### config.mk
export PLATFORM = sky130hd
export DESIGN_NAME = mem_copy_dma
export DESIGN_NICKNAME = d
export VERILOG_FILES = /design/src/rtl/mem_dma_pkg.sv /design/src/rtl/dma_addr_gen.sv /design/src/rtl/mem_copy_dma.sv
export SDC_FILE = /design/constraint.sdc
export NUM_CORES = 1
export LEC_CHECK = 0
export CORE_ASPECT_RATIO = 1.2
export CORE_MARGIN = 3
export CORE_UTILIZATION = 52
export DETAILED_ROUTE_END_ITERATION = 16
export PLACE_DENSITY_LB_ADDON = 0.25
export SLEW_MARGIN = 20
export SYNTH_ARGS = -nofsm -noshare
export SYNTH_HDL_FRONTEND = slang
export SYNTH_HIERARCHICAL = 1
export SYNTH_SLANG_ARGS = --single-unit
### constraint.sdc
create_clock -name clk -period 5.7 [get_ports clk]
set_input_delay 0.57 -clock clk [delete_from_list [all_inputs] [get_ports clk]]
set_output_delay 0.57 -clock clk [all_outputs]
set_load 0.02 [all_outputs]
### src/rtl/mem_dma_pkg.sv
// Shared definitions for the memory copy / fill DMA.
//   dma_state_e : controller states (IDLE, PRIME, STREAM, DONE)
//   WORD_BYTES  : byte stride between consecutive 32-bit words
//   WEN_ALL     : full-word byte-lane write enable
package mem_dma_pkg;

  typedef enum logic [1:0] {
    ST_IDLE   = 2'd0,
    ST_PRIME  = 2'd1,
    ST_STREAM = 2'd2,
    ST_DONE   = 2'd3
  } dma_state_e;

  localparam int unsigned WORD_BYTES = 4;
  localparam logic [3:0]  WEN_ALL    = 4'hF;

endpackage

### src/rtl/dma_addr_gen.sv
// Loadable 32-bit word address register with +4 increment.
//   clk, rst_n  : clock, asynchronous active-low reset
//   load_i      : load load_addr_i (takes priority over inc_i)
//   inc_i       : advance by one word; wraps modulo 2^32
//   load_addr_i : value loaded on load_i
//   addr_o      : current address
module dma_addr_gen
  import mem_dma_pkg::*;
(
  input  logic        clk,
  input  logic        rst_n,
  input  logic        load_i,
  input  logic        inc_i,
  input  logic [31:0] load_addr_i,
  output logic [31:0] addr_o
);

  logic [31:0] addr_q, addr_d;

  always_comb begin
    addr_d = addr_q;
    if (load_i) begin
      addr_d = load_addr_i;
    end else if (inc_i) begin
      addr_d = addr_q + 32'(WORD_BYTES);
    end
  end

  always_ff @(posedge clk or negedge rst_n) begin
    if (!rst_n) begin
      addr_q <= '0;
    end else begin
      addr_q <= addr_d;
    end
  end

  assign addr_o = addr_q;

endmodule

### src/rtl/mem_copy_dma.sv
// Block copy / constant fill engine with XOR checksum of written words.
//   clk, resetn        : clock, asynchronous active-low reset
//   start              : job request, sampled only in IDLE
//   src_addr, dst_addr : word-aligned byte addresses
//   len_words          : number of words (0 = no writes)
//   fill_en/fill_value : write a constant instead of source data
//   busy, done, err    : job status; err/checksum held until next start
//   checksum           : XOR of all words written in the current/last job
//   rd_addr/rd_data    : synchronous read port (data one cycle after address)
//   wr_wen/addr/data   : byte-lane write port (wen only 4'h0 or 4'hF)
module mem_copy_dma
  import mem_dma_pkg::*;
#(
  parameter int unsigned LEN_W = 16
) (
  input  logic             clk,
  input  logic             resetn,
  input  logic             start,
  input  logic [31:0]      src_addr,
  input  logic [31:0]      dst_addr,
  input  logic [LEN_W-1:0] len_words,
  input  logic             fill_en,
  input  logic [31:0]      fill_value,
  output logic             busy,
  output logic             done,
  output logic             err,
  output logic [31:0]      checksum,
  output logic [31:0]      rd_addr,
  input  logic [31:0]      rd_data,
  output logic [3:0]       wr_wen,
  output logic [31:0]      wr_addr,
  output logic [31:0]      wr_data
);

  dma_state_e       state_q;
  logic [LEN_W-1:0] cnt_q;
  logic             fill_en_q;
  logic [31:0]      fill_value_q;
  logic             busy_q, done_q, wen_q, err_q;
  logic [31:0]      checksum_q;
  logic [31:0]      wr_addr_hold_q, wr_data_hold_q;
  logic [31:0]      src_cur, dst_cur;
  logic [31:0]      beat_data;
  logic             accept;

  assign accept = (state_q == ST_IDLE) && start;

  // Source runs one word ahead of destination: it advances in PRIME and on
  // every STREAM beat, so the read for beat k+1 is issued during beat k.
  dma_addr_gen u_src_gen (
    .clk         (clk),
    .rst_n       (resetn),
    .load_i      (accept),
    .inc_i       ((state_q == ST_PRIME) || (state_q == ST_STREAM)),
    .load_addr_i (src_addr),
    .addr_o      (src_cur)
  );

  dma_addr_gen u_dst_gen (
    .clk         (clk),
    .rst_n       (resetn),
    .load_i      (accept),
    .inc_i       (state_q == ST_STREAM),
    .load_addr_i (dst_addr),
    .addr_o      (dst_cur)
  );

  // rd_data arrives in the same cycle it must be written, so the write data
  // path is combinational during STREAM and a held copy is shown otherwise.
  assign beat_data = fill_en_q ? fill_value_q : rd_data;

  always_ff @(posedge clk or negedge resetn) begin
    if (!resetn) begin
      state_q        <= ST_IDLE;
      cnt_q          <= '0;
      fill_en_q      <= 1'b0;
      fill_value_q   <= '0;
      busy_q         <= 1'b0;
      done_q         <= 1'b0;
      wen_q          <= 1'b0;
      err_q          <= 1'b0;
      checksum_q     <= '0;
      wr_addr_hold_q <= '0;
      wr_data_hold_q <= '0;
    end else begin
      case (state_q)
        ST_IDLE: begin
          done_q <= 1'b0;
          if (start) begin
            cnt_q        <= len_words;
            fill_en_q    <= fill_en;
            fill_value_q <= fill_value;
            checksum_q   <= '0;
            err_q        <= 1'b0;
            if ((src_addr[1:0] != 2'b00) || (dst_addr[1:0] != 2'b00)) begin
              err_q   <= 1'b1;
              done_q  <= 1'b1;
              state_q <= ST_DONE;
            end else if (len_words == '0) begin
              done_q  <= 1'b1;
              state_q <= ST_DONE;
            end else begin
              busy_q  <= 1'b1;
              state_q <= ST_PRIME;
            end
          end
        end
        ST_PRIME: begin
          wen_q   <= 1'b1;
          state_q <= ST_STREAM;
        end
        ST_STREAM: begin
          checksum_q     <= checksum_q ^ beat_data;
          wr_addr_hold_q <= dst_cur;
          wr_data_hold_q <= beat_data;
          if (cnt_q == LEN_W'(1)) begin
            wen_q   <= 1'b0;
            busy_q  <= 1'b0;
            done_q  <= 1'b1;
            state_q <= ST_DONE;
          end else begin
            cnt_q <= cnt_q - LEN_W'(1);
          end
        end
        ST_DONE: begin
          done_q  <= 1'b0;
          state_q <= ST_IDLE;
        end
        default: state_q <= ST_IDLE;
      endcase
    end
  end

  assign busy     = busy_q;
  assign done     = done_q;
  assign err      = err_q;
  assign checksum = checksum_q;
  assign wr_wen   = wen_q ? WEN_ALL : 4'h0;
  assign wr_addr  = (state_q == ST_STREAM) ? dst_cur   : wr_addr_hold_q;
  assign wr_data  = (state_q == ST_STREAM) ? beat_data : wr_data_hold_q;
  assign rd_addr  = ((state_q == ST_PRIME) || (state_q == ST_STREAM)) ? src_cur : '0;

endmodule

After elaboration in Yosys (flattened, before gate mapping):

Index checks and enable logic that the tools add are counted.

* register bits after elaboration: 215
* input port bits: 148
* output and inout bits: 135
* logic and storage cells: 76

* add/subtract/negate cells: 3
* equal/unequal tests: 9
* multiplexer cells: 31
* bitwise operators: 1
* reduce and logical (&&, ||, !) cells: 19

Operators by type and width (number)
* 2-to-1 mux 32 bit: 9
* adder 32 x 3 -> 32 bit (second input constant): 2
* case mux 32 bit (2 select lines): 1
* 2-to-1 mux 16 bit: 2
* case mux 16 bit (2 select lines): 1
* bitwise XOR 32 bit: 1
* equality test 16 x 1 -> 1 bit (second input constant): 1
* zero test 16 bit: 1
* subtractor 16 x 1 -> 16 bit (second input constant): 1
* nonzero test 2 bit: 6
* != test 2 bit (second input constant): 5
* AND reduction 2 bit: 5
* 2-to-1 mux 1 bit: 9
* 2-to-1 mux 2 bit: 4
* case mux 2 bit (4 select lines): 1
* AND reduction 5 bit: 1
* equality test 2 bit (second input constant): 2
* 2-to-1 mux 4 bit: 1
* case mux 1 bit (2 select lines): 2
* case mux 1 bit (3 select lines): 1
* AND reduction 3 bit: 1
* nonzero test 3 bit: 1
* equality test 2 x 1 -> 1 bit (second input constant): 1
* zero test 2 bit: 1
* other kinds (2): 3

Logic depth before layout (Yosys ltp):

Gate-level depths: netlist of run 1.

* word-level depth: 5
* mapped depth: 11
* gate-level depth less buffers: 7

By module:

The synthesis of run 1 kept the hierarchy.

By module, submodules not included
* mem_copy_dma: instances 1, cells an instance 646, area each 7083.0 um^2
* dma_addr_gen: instances 2, cells an instance 200, area each 1820.5 um^2

Worst setup path after synthesis of run 1:

No wires, ideal clock.

* kind: reg-to-output
* start point: reg state_q[0]
* end point: out wr_data[10]
* arrival time: 2.070 ns
* required time: 5.130 ns
* path slack: 3.060 ns
* cell stages (with the launch flop): 8
* path buffers: 3
* path through: dfrtp_1 > inv_1 > ha_1 > clkbuf_1 > buf_1 > buf_1 > nor2_1 > a21oi_1

* longest elaborated chain between the ends: 2

Ends and longest elaborated chain
* start, declared: line mem_copy_dma.sv:35 `dma_state_e state_q;`
* start signal, assigned: line mem_copy_dma.sv:74 `state_q <= ST_IDLE;`
* start signal, assigned: line mem_copy_dma.sv:98 `state_q <= ST_DONE;`
* start signal, assigned: line mem_copy_dma.sv:101 `state_q <= ST_DONE;`
* equality test 2 bit: line mem_copy_dma.sv:140 `assign wr_data = (state_q == ST_STREAM) ? beat_data : wr_data_hold_q;`
* 2-to-1 mux 32 bit
* end, declared: line mem_copy_dma.sv:32 `output logic [31:0] wr_data`

Every way passes these cells.

Worst setup path after layout of run 1:

* start point: reg state_q[0]
* end point: out wr_addr[26]

* longest elaborated chain between the ends: 2

Ends and longest elaborated chain
* equality test 2 bit: line mem_copy_dma.sv:139 `assign wr_addr = (state_q == ST_STREAM) ? dst_cur : wr_addr_hold_q;`
* 2-to-1 mux 32 bit
* end, declared: line mem_copy_dma.sv:31 `output logic [31:0] wr_addr,`

Every way passes these cells.

==> run_results.csv, run 1 <==
group,metric,value,unit
worst_setup_path,critical_path_required,5130,ps
global_routing,grt_antenna_before_repair,0,
timing,timing.slew.headroom,30.92,%
floorplan,dieWidth,137.1,µm
synth,synth_cell_type_count,65,
place,dp.final_hpwl,20250,µm
floorplan,ios,283,
timing,timing_worst_slew_pin_value,1036,ps
timing,fin_setup_tns,0,ps
drt,first_pass_iters,5,
clock_network,clock-root-buffer,"clkbuf_16",
clock_network,clk_pin_slew,60,ps
timing,final-hold-violation-count,0,
synth,synth-warning-count,6,
clock_network,cts-buffers-inserted,23,
clock_network,hold_buffers,0,
floorplan,floorplan.die.height,163.3,µm
pwr,p_leak,5.818,nW
global_routing,grt_pass1_wl,47110,µm
worst_setup_path,critical_path_class,"reg2out",
timing,slew_viol_final,0,
worst_setup_path,critical_path.startpoint_type,"flip-flop",
floorplan,core.rowCount,56,
drt,route.detailed.wl_per_inst,18.94,µm
drt,first_iter_violations,482,
synth,synth_top_area_share,50.17,%
floorplan,initial_core_util,53.89,%
synth,postSynth.topFlopCell,"dfrtp_1",
synth,yosys-top-cells-count,"dfrtp_1 (215), a21oi_1 (79), o21ai_0 (72), mux2_2 (70), nor2_1 (69)",
status,status,"finished clean",
global_routing,grt_overflow_total,0,
final_layout,postLayoutCellArea,14530,µm²
worst_setup_path,setup_slack_of_the_worst_register_to_register_path,2350,ps
timing,timing.clock.skew,12.50,ps
job,max-cap-violations,0,
clock_network,clock_tree_from_tritoncts,"built",
synth,mappedNetlistArea,10720,µm²
clock_network,number_of_sinks_handled_by_clock_tree_synthesis,215,
worst_setup_path,rr_worst_depth,7,
clock_network,htree_levels,1,
final_layout,areaGrowthSynthToFinish,35.45,%
clock_network,post_cts_buffers,0,
worst_setup_path,timing.critical_path.fanout_max,87,
clock_network,cts.path.max_buffers,3,
synth,asyncSetResetFlopFracSynth,100.0,%
pwr,power.density,253.6,nW/µm²
synth,instance_count_of_the_mapped_netlist,1046,
synth,synth_area_per_cell,10.25,µm²
worst_setup_path,r2r-end,"u_dst_gen/addr_o[27]",
floorplan,design.die.area,22390,µm²
timing,hold-worst-slack,94.69,ps
worst_setup_path,critical_path.reg2reg.startpoint,"state_q[0]",
drt,vias,9159,
floorplan,coreArea,19900,µm²
synth,synth_most_common_cell,"dfrtp_1",
timing,fin_crit_sh,67.79,%
drt,vias_per_cell,5.852,
final_layout,antennaDiodeCount,0,
place,placed_cell_area,13640,µm²
clock_network,cts_resized,0,
global_routing,grt_max_degree,114,
clock_network,clkLatencyLatePin,500,ps
drt,drt.antenna.violating_nets,0,
synth,yosys.area.top_type,"dfrtp_1",
final_layout,final_layout_size_suffix_gt1_share,10.58,%
synth,ys_ff_latch,215,
drt,drc_violation_count_after_routing,0,
timing,maxClockFrequency,0.2588,GHz
synth,ys_top_cells_by_area,"dfrtp_1 (50%), mux2_2 (7.4%), a21oi_1 (3.7%), mux2i_1 (3.5%), o21ai_0 (3.4%)",
drt,routed_wl,29640,µm
global_routing,grt.total_usage,25.79,%
worst_setup_path,cp_data_arrival_time,3290,ps
place,number_of_buffer_cells_added_on_primary_ports,282,
synth,seq_area_frac_synth,50.17,%
timing,setup_viol_count_final,0,
worst_setup_path,critical_path.endpoint_type,"output port",
min_path,worstHoldPathType,"in2async",
final_layout,design.final.nets,1444,
timing,unrepaired_setup_endpoints_after_global_routing,"no",
synth,synth_enable_flop_cells,0,
global_routing,grt_pass1_vias,9144,
pwr,vdd.ir_drop.worst,0.0002635,V
timing,final.min_clock_period,3864,ps
synth,post_synth_net_total,1202,
place,gp_congestion,0.9172,
-- stage by stage --
| stage | utilization [%] | power (W) | instances | setup slack [ps] |
|---|---|---|---|---|
| 2_1_floorplan | - | 0.001741 | 1046 | 3060 |
| 3_3_place_gp | 68.56 | 0.001989 | 1524 | 2299 |
| 3_5_place_dp | 68.56 | 0.001998 | 1524 | 2182 |
| 4_1_cts | 72.96 | 0.003720 | 1565 | 1819 |
| 5_1_grt | 72.99 | 0.003813 | 1565 | 1618 |
| 6_report | 72.99 | 0.003684 | 1565 | 1836 |
-- worst max path at each step --
| stage | to | cells after the start | start | slack (ps) |
|---|---|---|---|---|
| floorplan | wr_data[10] | 7 | state_q[0] | 3060 |
| global placement | u_dst_gen/addr_o[19] | 6 | start | 2300 |
| detailed placement | u_dst_gen/addr_o[27] | 6 | start | 2180 |
| CTS | wr_addr[26] | 5 | state_q[0] | 1820 |
| global route | wr_data[2] | 6 | state_q[0] | 1620 |
| finish | wr_addr[26] | 5 | state_q[0] | 1840 |
-- per-layer routing --
layer	GRT usage [%]	wire [µm]
met1	33.04	11860
met2	44.24	14590
met3	4.806	2275
met4	8.076	909
met5	0	0
-- cell type report --
type | count | area [µm²]
clock buffers | 29 | 638.1
clock inverters | 12 | 237.7
fillers | 1451 | 5374
inverters | 17 | 65.06
multi-input cells | 741 | 4976
flip-flops and latches | 215 | 5381
well taps | 261 | 326.6
repair buffers | 290 | 2900
-- cells in the final DEF (no fill, tap or decap), types with 12 or more instances in the layout --
master / Yosys / layout
nand4_1: 16 / 16
dfrtp_1: 215 / 214
o21ai_0: 72 / 72
mux2_2: 70 / 70
nor3_1: 15 / 15
nand3_1: 35 / 35
and4_1: 13 / 13
a31oi_1: 29 / 29
or4_1: 30 / 30
clkbuf_16: 0 / 23
nor2_1: 69 / 69
or3_1: 38 / 38
xnor2_1: 18 / 18
mux2i_1: 38 / 37
xor2_1: 12 / 12
clkdlybuf4s50_1: 0 / 281
nor4_1: 18 / 17
inv_1: 14 / 14
o31ai_1: 24 / 24
nand2_1: 59 / 59
and2_1: 35 / 35
a21oi_1: 79 / 79
-- logic make-up (layout without fill, tap and decap cells) --
kind of cell,count (synthesis),after routing,synth area share [%]
simple gates,354,354,18.32
compound gates,240,240,13.41
flops,215,215,50.17
mux,109,109,11.00
buf+inv,90,348,3.722
xor+xnor,30,30,2.450
fa+ha+maj,8,8,0.9334
-- flip-flops by register name, indices dropped and copies added (netlist names) --
register / count
busy: 1
u_src_gen/addr_o: 32
state_q: 2
wen_q: 1
checksum: 32
err: 1
fill_value_q: 32
wr_addr_hold_q: 32
u_dst_gen/addr_o: 32
fill_en_q: 1
cnt_q: 16
done: 1
wr_data_hold_q: 32
-- worst max-delay path, cell delays in order (launching register included) --
cell	delay, ps
dfrtp_1	400
inv_1	170
ha_4	800
buf_4	470
mux2_2	390
clkdlybuf4s50_1	550
-- power breakdown --
group / total, W / switching, W / internal, W
clock network: 0.00171 / 0.000606 / 0.00111
registers: 0.00160 / 0.0000268 / 0.00157
logic: 0.000373 / 0.000173 / 0.000200
Power figures use the tool's default switching activity.
==> inputs of run 2 (changes only) <==
- CORE_UTILIZATION: 52 -> 45
- clock period: 5.7 -> 3.4 ns (I/O delays scaled with it)
==> run_results.csv, run 2 (synthesized netlist as in run 1, its figures left out) <==
group,metric,value,unit
status,status,"finished clean",
pwr,vdd.ir_drop.worst,0.0002981,V
timing,fin_setup_tns,0,ps
place,gp_congestion,0.9036,
pwr,power.density,412.6,nW/µm²
timing,timing_worst_slew_pin_value,1028,ps
place,placed_cell_area,13810,µm²
drt,first_pass_iters,5,
job,max-cap-violations,0,
global_routing,grt_pass1_vias,9261,
drt,drt.antenna.violating_nets,0,
drt,vias_per_cell,5.599,
min_path,worstHoldPathType,"in2reg",
clock_network,cts_resized,0,
timing,final-hold-violation-count,0,
final_layout,antennaDiodeCount,0,
floorplan,dieWidth,146.9,µm
clock_network,number_of_sinks_handled_by_clock_tree_synthesis,215,
timing,maxClockFrequency,0.3205,GHz
floorplan,coreArea,23280,µm²
floorplan,initial_core_util,46.07,%
worst_setup_path,critical_path.reg2reg.startpoint,"state_q[0]",
pwr,power.sequential.fraction,44.3,%
clock_network,cts-buffers-inserted,23,
timing,unrepaired_setup_endpoints_after_global_routing,"no",
pwr,clock_power_share,45.4,%
global_routing,grt_pass1_wl,47310,µm
drt,routed_wl,29640,µm
timing,timing.clock.skew,6.805,ps
clock_network,clock-root-buffer,"clkbuf_16",
final_layout,postLayoutCellArea,14660,µm²
drt,vias,9109,
pwr,swShare,22.29,%
floorplan,ios,283,
worst_setup_path,cp_data_arrival_time,2780,ps
pwr,power_frac_comb,10.3,%
place,number_of_buffer_cells_added_on_primary_ports,282,
final_layout,multi_input_area,4970,µm²
final_layout,final_layout_size_suffix_gt1_share,10.98,%
drt,first_iter_violations,456,
worst_setup_path,setup_slack_of_the_worst_register_to_register_path,500,ps
worst_setup_path,rr_worst_depth,7,
pwr,p_sw,0.001348,W
min_path,min_to,"u_src_gen/addr_o[9]",
worst_setup_path,critical_path.startpoint_type,"flip-flop",
worst_setup_path,critical_path_required,3060,ps
clock_network,clk_pin_slew,60,ps
final_layout,filler_cell_count,1901,
floorplan,floorplan.die.height,175.1,µm
timing,final.min_clock_period,3120,ps
timing,slew_viol_final,0,
min_path,hp-start,"src_addr[9]",
global_routing,grt_max_degree,103,
global_routing,grt_antenna_before_repair,0,
pwr,intPower,0.004701,W
timing,timing.slew.headroom,30.84,%
timing,fin_crit_sh,91.77,%
worst_setup_path,critical_path.endpoint_type,"output port",
final_layout,commonest_non_fill_non_tap_cells_in_the_layout,"clkdlybuf4s50_1 (281), dfrtp_1 (214), a21oi_1 (79)",
final_layout,areaGrowthSynthToFinish,36.72,%
global_routing,grt.total_usage,22.15,%
clock_network,cts.path.max_buffers,3,
timing,setup_viol_count_final,0,
min_path,min_delay_path_depth,3,
clock_network,clkLatencyLatePin,500,ps
final_layout,final_common_cell,"clkdlybuf4s50_1",
final_layout,sequential_cell_area,5381,µm²
floorplan,design.die.area,25730,µm²
place,dp.final_hpwl,20520,µm
worst_setup_path,timing.critical_path.fanout_max,102,
pwr,p_leak,5.857,nW
final_layout,design.final.nets,1452,
clock_network,clock_tree_from_tritoncts,"built",
drt,route.detailed.wl_per_inst,18.22,µm
worst_setup_path,critical_path_class,"reg2out",
global_routing,grt_overflow_total,0,
drt,drc_violation_count_after_routing,0,
worst_setup_path,r2r-end,"u_dst_gen/addr_o[26]",
clock_network,htree_levels,1,
floorplan,core.rowCount,61,
run 2: cell types whose count changed in the layout (fill, tap and decap cells not counted):
cell / before / now
nor4_2: 1 / 0
clkinv_4: 0 / 1
buf_4: 7 / 10
nor4_1: 17 / 18
dlygate4sd3_1: 0 / 1
buf_12: 1 / 5
bufinv_16: 7 / 5
clkbuf_8: 4 / 5
run 2: worst max path at each step:
stage	start	to	slack [ps]
finish	state_q[0]	wr_data[11]	280
global route	state_q[0]	wr_data[11]	110
CTS	state_q[0]	wr_data[24]	270
detailed placement	state_q[0]	u_dst_gen/addr_o[19]	550
global placement	state_q[0]	u_src_gen/addr_o[29]	660
floorplan	state_q[0]	u_dst_gen/addr_o[22]	870
run 2: per-layer routing:
layer | vias to the layer above | share of wire [%] | GRT usage (%)
met5 | - | 0 | 0
met4 | 0 | 3.4 | 7.615
met3 | 67 | 6.3 | 4.073
met2 | 310 | 49 | 37.81
met1 | 4395 | 42 | 28.44
li1 | 4337 | - | -
run 2: final cells by class:
type	count	share of cell area (%)
multi-input cells	741	33.90
well taps	315	2.688
clock buffers	30	4.446
repair buffers	298	20.55
flip-flops and latches	215	36.70
inverters	17	0.4438
clock inverters	11	1.272
run 2: metrics by stage:
stage	hold slack, ps	power [W]	cells	util [%]	setup WS, ps
2_1_floorplan	44.41	0.002918	1046	-	868.2
3_3_place_gp	401.3	0.003338	1585	59.34	662.9
3_5_place_dp	394.2	0.003349	1585	59.34	549.9
4_1_cts	372.0	0.006120	1627	62.98	267.1
5_1_grt	392.4	0.006275	1627	62.98	114.3
6_report	396.4	0.006049	1627	62.98	279.9
run 2: power by group through the flow:
stage	logic, W	registers, W	clock network [W]
floorplan	0.000129	0.00279	0
CTS	0.000630	0.00268	0.00281
detailed placement	0.000625	0.00272	0
global route	0.000665	0.00269	0.00292
finish	0.000623	0.00268	0.00275
global placement	0.000620	0.00272	0
run 2: worst max-delay path: stages, from the launching register on:
cell and delay (ps):
dfrtp_1 400, inv_1 170, ha_4 260, buf_12 400, nor2_1 110, a21oi_1 210
clkdlybuf4s50_1 680
run 2: repair_timing:
item | CTS | global route
hold buffers | 1 | 0
hold endpoints to repair | 84 | 0
endpoints found under the setup margin | 0 | 0
setup buffers | 0 | 0
==> RTL edit 1 (settings of run 2) <==
The parameter `LEN_W` goes from 16 to 8.
--- a/src/rtl/mem_copy_dma.sv
+++ b/src/rtl/mem_copy_dma.sv
@@ -11,7 +11,7 @@
 module mem_copy_dma
   import mem_dma_pkg::*;
 #(
-  parameter int unsigned LEN_W = 16
+  parameter int unsigned LEN_W = 8
 ) (
   input  logic             clk,
   input  logic             resetn,
Ports: changed (resized len_words); port bits go from 283 to 275. The function was not compared with the original's and may differ.
==> RTL edit 1 against run 2 <==
- core utilization is 0.31 points lower
- synthesized cell count is 8.5% lower
- die area is 5.9% lower
- total power is 6.6% lower
- routed wire length is 8.5% lower
- design area is 6.6% lower
- global-route usage is 0.13 points lower
- critical path type unchanged
- largest cell class unchanged
- worst setup slack worse by 0.017 ns
- sequential cell count is 8 lower
- area after synthesis is 6.1% lower
==> RTL edit 1: results (changes against run 2) <==
| Metric | Value |
|---|---|
| Avg Cell Area, Syn | `10.5 sq um (+2.6%)` |
| Share of cells above drive strength 1 | `0.110 (about the same)` |
| Wl on met1 | `11,400 um (-7.6%)` |
| Worst Path Max Fanout | `86 (-16%)` |
| Hpwl dp | `18,700 um (-9.0%)` |
| FF-to-FF End | `u_dst_gen/addr_o[23]` |
| Worst Clk Skew | `0.00601 ns (-0.000799 ns)` |
| Tot GR Track Use | `0.220 (-0.00126)` |
| Post-synthesis sequential area ratio | `0.514 (+0.0127)` |
| Hold crit path type | `in -> reg` |
| Vias per cell | `5.55 (-0.96%)` |
| R2R setup slack | `0.78 ns (+0.28 ns)` |
| Int Power | `4380 uW (-6.8%)` |
| VDD IR max | `0.344 mV (+16%)` |
| Arrival time worst endpoint | `2.80 ns (+0.02 ns)` |
| Drt first-iter violations | `359 (-21%)` |
| Pre-antenna DRT Iters | `4 (-1)` |
| Non-Filler Instances | `1,495 (-8.1%)` |
| Worst slew pin tran | `0.708 ns (-0.320 ns)` |
| Reg2Reg Depth | `6 (-1)` |
| Largest net degree at the start of global routing | `87 (-16%)` |
| Met2 WL | `13,400 um (-7.5%)` |
| Vias in the first global route | `8,486 (-8.4%)` |
| Synthesis Warnings | `6 (unchanged)` |
| Hold_sp | `src_addr[2]` |
| DR WL met3 | `1820 um (-2.2%)` |
| I/O Buffers | `274 (-2.8%)` |
| GP Congestion | `0.872 (-3.5%)` |
| WHS Endpoint | `u_src_gen/addr_o[2]` |
| Synth unique cells | `49 (-25%)` |
| Delay of the slowest critical-path stage | `0.66 ns (-0.02 ns)` |
| Commonest cells post-synth | `dfrtp_1 (207), o21ai_0 (74), mux2_2 (72)` |
| Synth top area cells | `dfrtp_1 (51%), mux2_2 (8.1%), o21ai_0 (3.7%)` |
| First-pass GRT wire length | `44,000 um (-6.9%)` |
| Post-Syn Nets | `1,105 (-8.1%)` |
| Outcome | `finished clean` |
| Leak Pwr | `0.00549 uW (-6.2%)` |
[RTL edit 1: cell types whose count changed after synthesis, moves of 7 or more]
cell / delta
a21oi_1: -8
buf_1: -16
clkbuf_1: -8
dfrtp_1: -8
nand3_1: -15
nor4_1: -7
[RTL edit 1: power by group through the flow]
| stage | registers [uW] | clock network [uW] | logic [uW] |
|---|---|---|---|
| after floorplan | 2690 | 0 | 127 |
| after global placement | 2620 | 0 | 600 |
| after detailed placement | 2630 | 0 | 607 |
| after CTS | 2580 | 2530 | 612 |
| after global routing | 2590 | 2630 | 650 |
| final | 2580 | 2460 | 604 |
[RTL edit 1: worst reg2reg max path, stage by stage, from the launching register on]
cell and delay (ns):
dfrtp_1 0.41, inv_1 0.15, ha_4 0.32, nand4_2 0.32
or3_1 0.61, or4_1 0.56, a31oi_1 0.17
[RTL edit 1: cells by family (layout without fill, tap and decap cells)]
family	after synthesis	count (layout)	synth area share
XOR/XNOR	30	30	0.0261
buffers and inverters	80	344	0.0409
flip-flops	207	207	0.514
adder cells (fa/ha/maj)	8	8	0.00994
AND/OR/NAND/NOR	304	304	0.166
AO/OA/AOI/OAI	221	221	0.127
multiplexers	107	107	0.115
[RTL edit 1: worst max path at each step]
stage          cells after the start                    to  slack [ns]
4_1_cts                            6           wr_data[15]        0.22
6_report                           6           wr_data[15]        0.26
3_5_place_dp                       6           wr_data[15]        0.77
5_1_grt                            6           wr_data[15]        0.10
2_1_floorplan                      8  u_src_gen/addr_o[27]        0.92
3_3_place_gp                       6           wr_data[25]        0.80
[RTL edit 1: layout make-up]
cell class | count | share of cell area
inverters | 18 | 0.00502
repair buffers | 287 | 0.210
well taps | 274 | 0.0250
flip-flops and latches | 207 | 0.378
multi-input cells | 670 | 0.328
clock inverters | 6 | 0.00767
clock buffers | 33 | 0.0462
[RTL edit 1: metal layers]
metal | up-vias | global-route usage
met4 | 0 | 0.0550
li1 | 3967 | -
met5 | - | 0
met1 | 4026 | 0.289
met2 | 266 | 0.377
met3 | 31 | 0.0419
[RTL edit 1: timing repair]
action | 4_1_cts | 5_1_grt
hold buffers | 1 | 0
hold endpoints to repair | 75 | 0
setup buffers | 0 | 0
[RTL edit 1: through the flow]
stage / cell area (sq um) / setup WS [ns]
3_3_place_gp: 12900 / 0.798
4_1_cts: 13700 / 0.217
5_1_grt: 13700 / 0.102
3_5_place_dp: 12900 / 0.769
2_1_floorplan: 10100 / 0.916
6_report: 13700 / 0.262
==> RTL edit 2 (config.mk and constraints of run 2) <==
Made on the original files. Make the reset (`resetn` and `rst_n`) synchronous in 2 clocked blocks. Comments in the files are not updated.
--- a/src/rtl/dma_addr_gen.sv
+++ b/src/rtl/dma_addr_gen.sv
@@ -26,7 +26,7 @@
     end
   end
 
-  always_ff @(posedge clk or negedge rst_n) begin
+  always_ff @(posedge clk) begin
     if (!rst_n) begin
       addr_q <= '0;
     end else begin
--- a/src/rtl/mem_copy_dma.sv
+++ b/src/rtl/mem_copy_dma.sv
@@ -69,7 +69,7 @@
   // path is combinational during STREAM and a held copy is shown otherwise.
   assign beat_data = fill_en_q ? fill_value_q : rd_data;
 
-  always_ff @(posedge clk or negedge resetn) begin
+  always_ff @(posedge clk) begin
     if (!resetn) begin
       state_q        <= ST_IDLE;
       cnt_q          <= '0;
Check against the original RTL: differs if resetn is asserted again (counterexample within 4 cycles, from zero or initial values and one cycle with resetn low); with resetn held inactive, the same outputs for 4 cycles.
==> RTL edit 2 against run 2 <==
- sequential cell count is the same
- worst setup slack got worse by 0.043 ns
- area after synthesis down 1.6%
- design area shrank 3.4%
- routed wire length increased by 5.1%
- first-iteration DRC count up 45%
- synthesized cell count grew 20%
- critical path type unchanged
- critical endpoint is now wr_data[12]
- highest routed layer unchanged
Power is not compared: it rests on default switching activity, and its combinational part moved more than twofold at a synthesized area within 25%.
==> RTL edit 2: results (changes against run 2) <==
| Metric | Value |
|---|---|
| Via count | `10,200 (+12%)` |
| Placed Instances | `1,770 (+12%)` |
| Vias in the first global route | `9,835 (+6.2%)` |
| Post-Syn Nets | `1,408 (+17%)` |
| Worst slew pin tran | `1.06 ns (+0.0312 ns)` |
| Met1 GRT Util | `0.290 (+0.00517)` |
| Reg2Reg Depth | `6 (-1)` |
| Signal buffers share of area | `0.210 (+0.00450)` |
| Synth top area share | `0.408 (-0.0937)` |
| Synth unique cells | `70 (+7.7%)` |
| Met2 Use GR | `0.400 (+0.0219)` |
| Worst Path Max Fanout | `37 (-64%)` |
| Largest net degree at the start of global routing | `65 (-37%)` |
| Hpwl dp | `21,600 um (+5.2%)` |
| Clock buffers | `29 (-3.3%)` |
| Antenna cells | `2 (+2)` |
| Multi-input gates | `927 (+25%)` |
| Met3 capacity usage during global routing | `0.0463 (+0.00556)` |
| Ys async rst share | `0 (-1.00)` |
| Share of cells above drive strength 1 | `0.0849 (-0.0249)` |
| Synth Instances | `1,252 (+20%)` |
| Hold Slack | `0.380 ns (-0.0163 ns)` |
| Bufs w/o clock | `301 (+1.0%)` |
| Outcome | `finished clean` |
| Synth top area cells | `dfxtp_1 (41%), a21oi_1 (6.6%), and2_1 (6.0%)` |
| Fill count | `1,992 (+4.8%)` |
| Post-synthesis sequential area ratio | `0.408 (-0.0937)` |
| Drt wl/cell | `17.2 um (-5.4%)` |
| Nets | `1,641 (+13%)` |
| First-pass GRT wire length | `49,800 um (+5.2%)` |
| GP Congestion | `0.850 (-5.9%)` |
| Tot GR Track Use | `0.231 (+0.00959)` |
| Num sequential | `215 (unchanged)` |
| ClkCell Share | `0.0457 (-0.0115)` |
| Drt first-iter violations | `659 (+45%)` |
[RTL edit 2: changes by cell type after synthesis, moves of 36 or more]
cell,change
a21oi_1,+61
and2_1,+67
dfrtp_1,-215
dfxtp_1,+215
mux2_2,-36
nand2_1,+54
[RTL edit 2: metal layers]
metal  up-vias  part of all wire
li1       4992                 -
met1      4758              0.43
met2       351              0.48
met3        61             0.070
met4         0             0.026
met5         -                 0
[RTL edit 2: stage by stage]
step / cell area, sq um / total power, uW / worst slack (ns)
2_1_floorplan: 10600 / 7030 / 1.05
4_1_cts: 14200 / 11300 / 0.102
3_3_place_gp: 13500 / 8900 / 0.717
3_5_place_dp: 13500 / 9010 / 0.558
6_report: 14200 / 11200 / 0.237
5_1_grt: 14200 / 11900 / 0.0518
[RTL edit 2: critical path, cell delays in order, from the launching register on]
cell and delay [ns]:
dfxtp_1 0.31, inv_1 0.17, ha_4 0.45, buf_4 0.43, nor2_1 0.09, a21oi_1 0.18
clkdlybuf4s50_1 0.66
[RTL edit 2: kinds of logic after synthesis]
kind of cell             Yosys count  synth area share
adder cells (fa/ha/maj)            8           0.00949
XOR/XNOR                          18            0.0149
AO/OA/AOI/OAI                    322             0.181
flip-flops                       215             0.408
multiplexers                      77            0.0771
AND/OR/NAND/NOR                  502             0.264
buffers and inverters            110            0.0455
[RTL edit 2: worst max path at each step]
stage	start	endpoint	slack, ns
after floorplan	state_q[0]	u_dst_gen/addr_o[25]	1.05
after global placement	state_q[1]	rd_addr[8]	0.72
after detailed placement	state_q[1]	u_src_gen/addr_o[8]	0.56
after CTS	state_q[1]	rd_addr[10]	0.10
after global routing	state_q[0]	wr_data[9]	0.05
final	state_q[0]	wr_data[12]	0.24
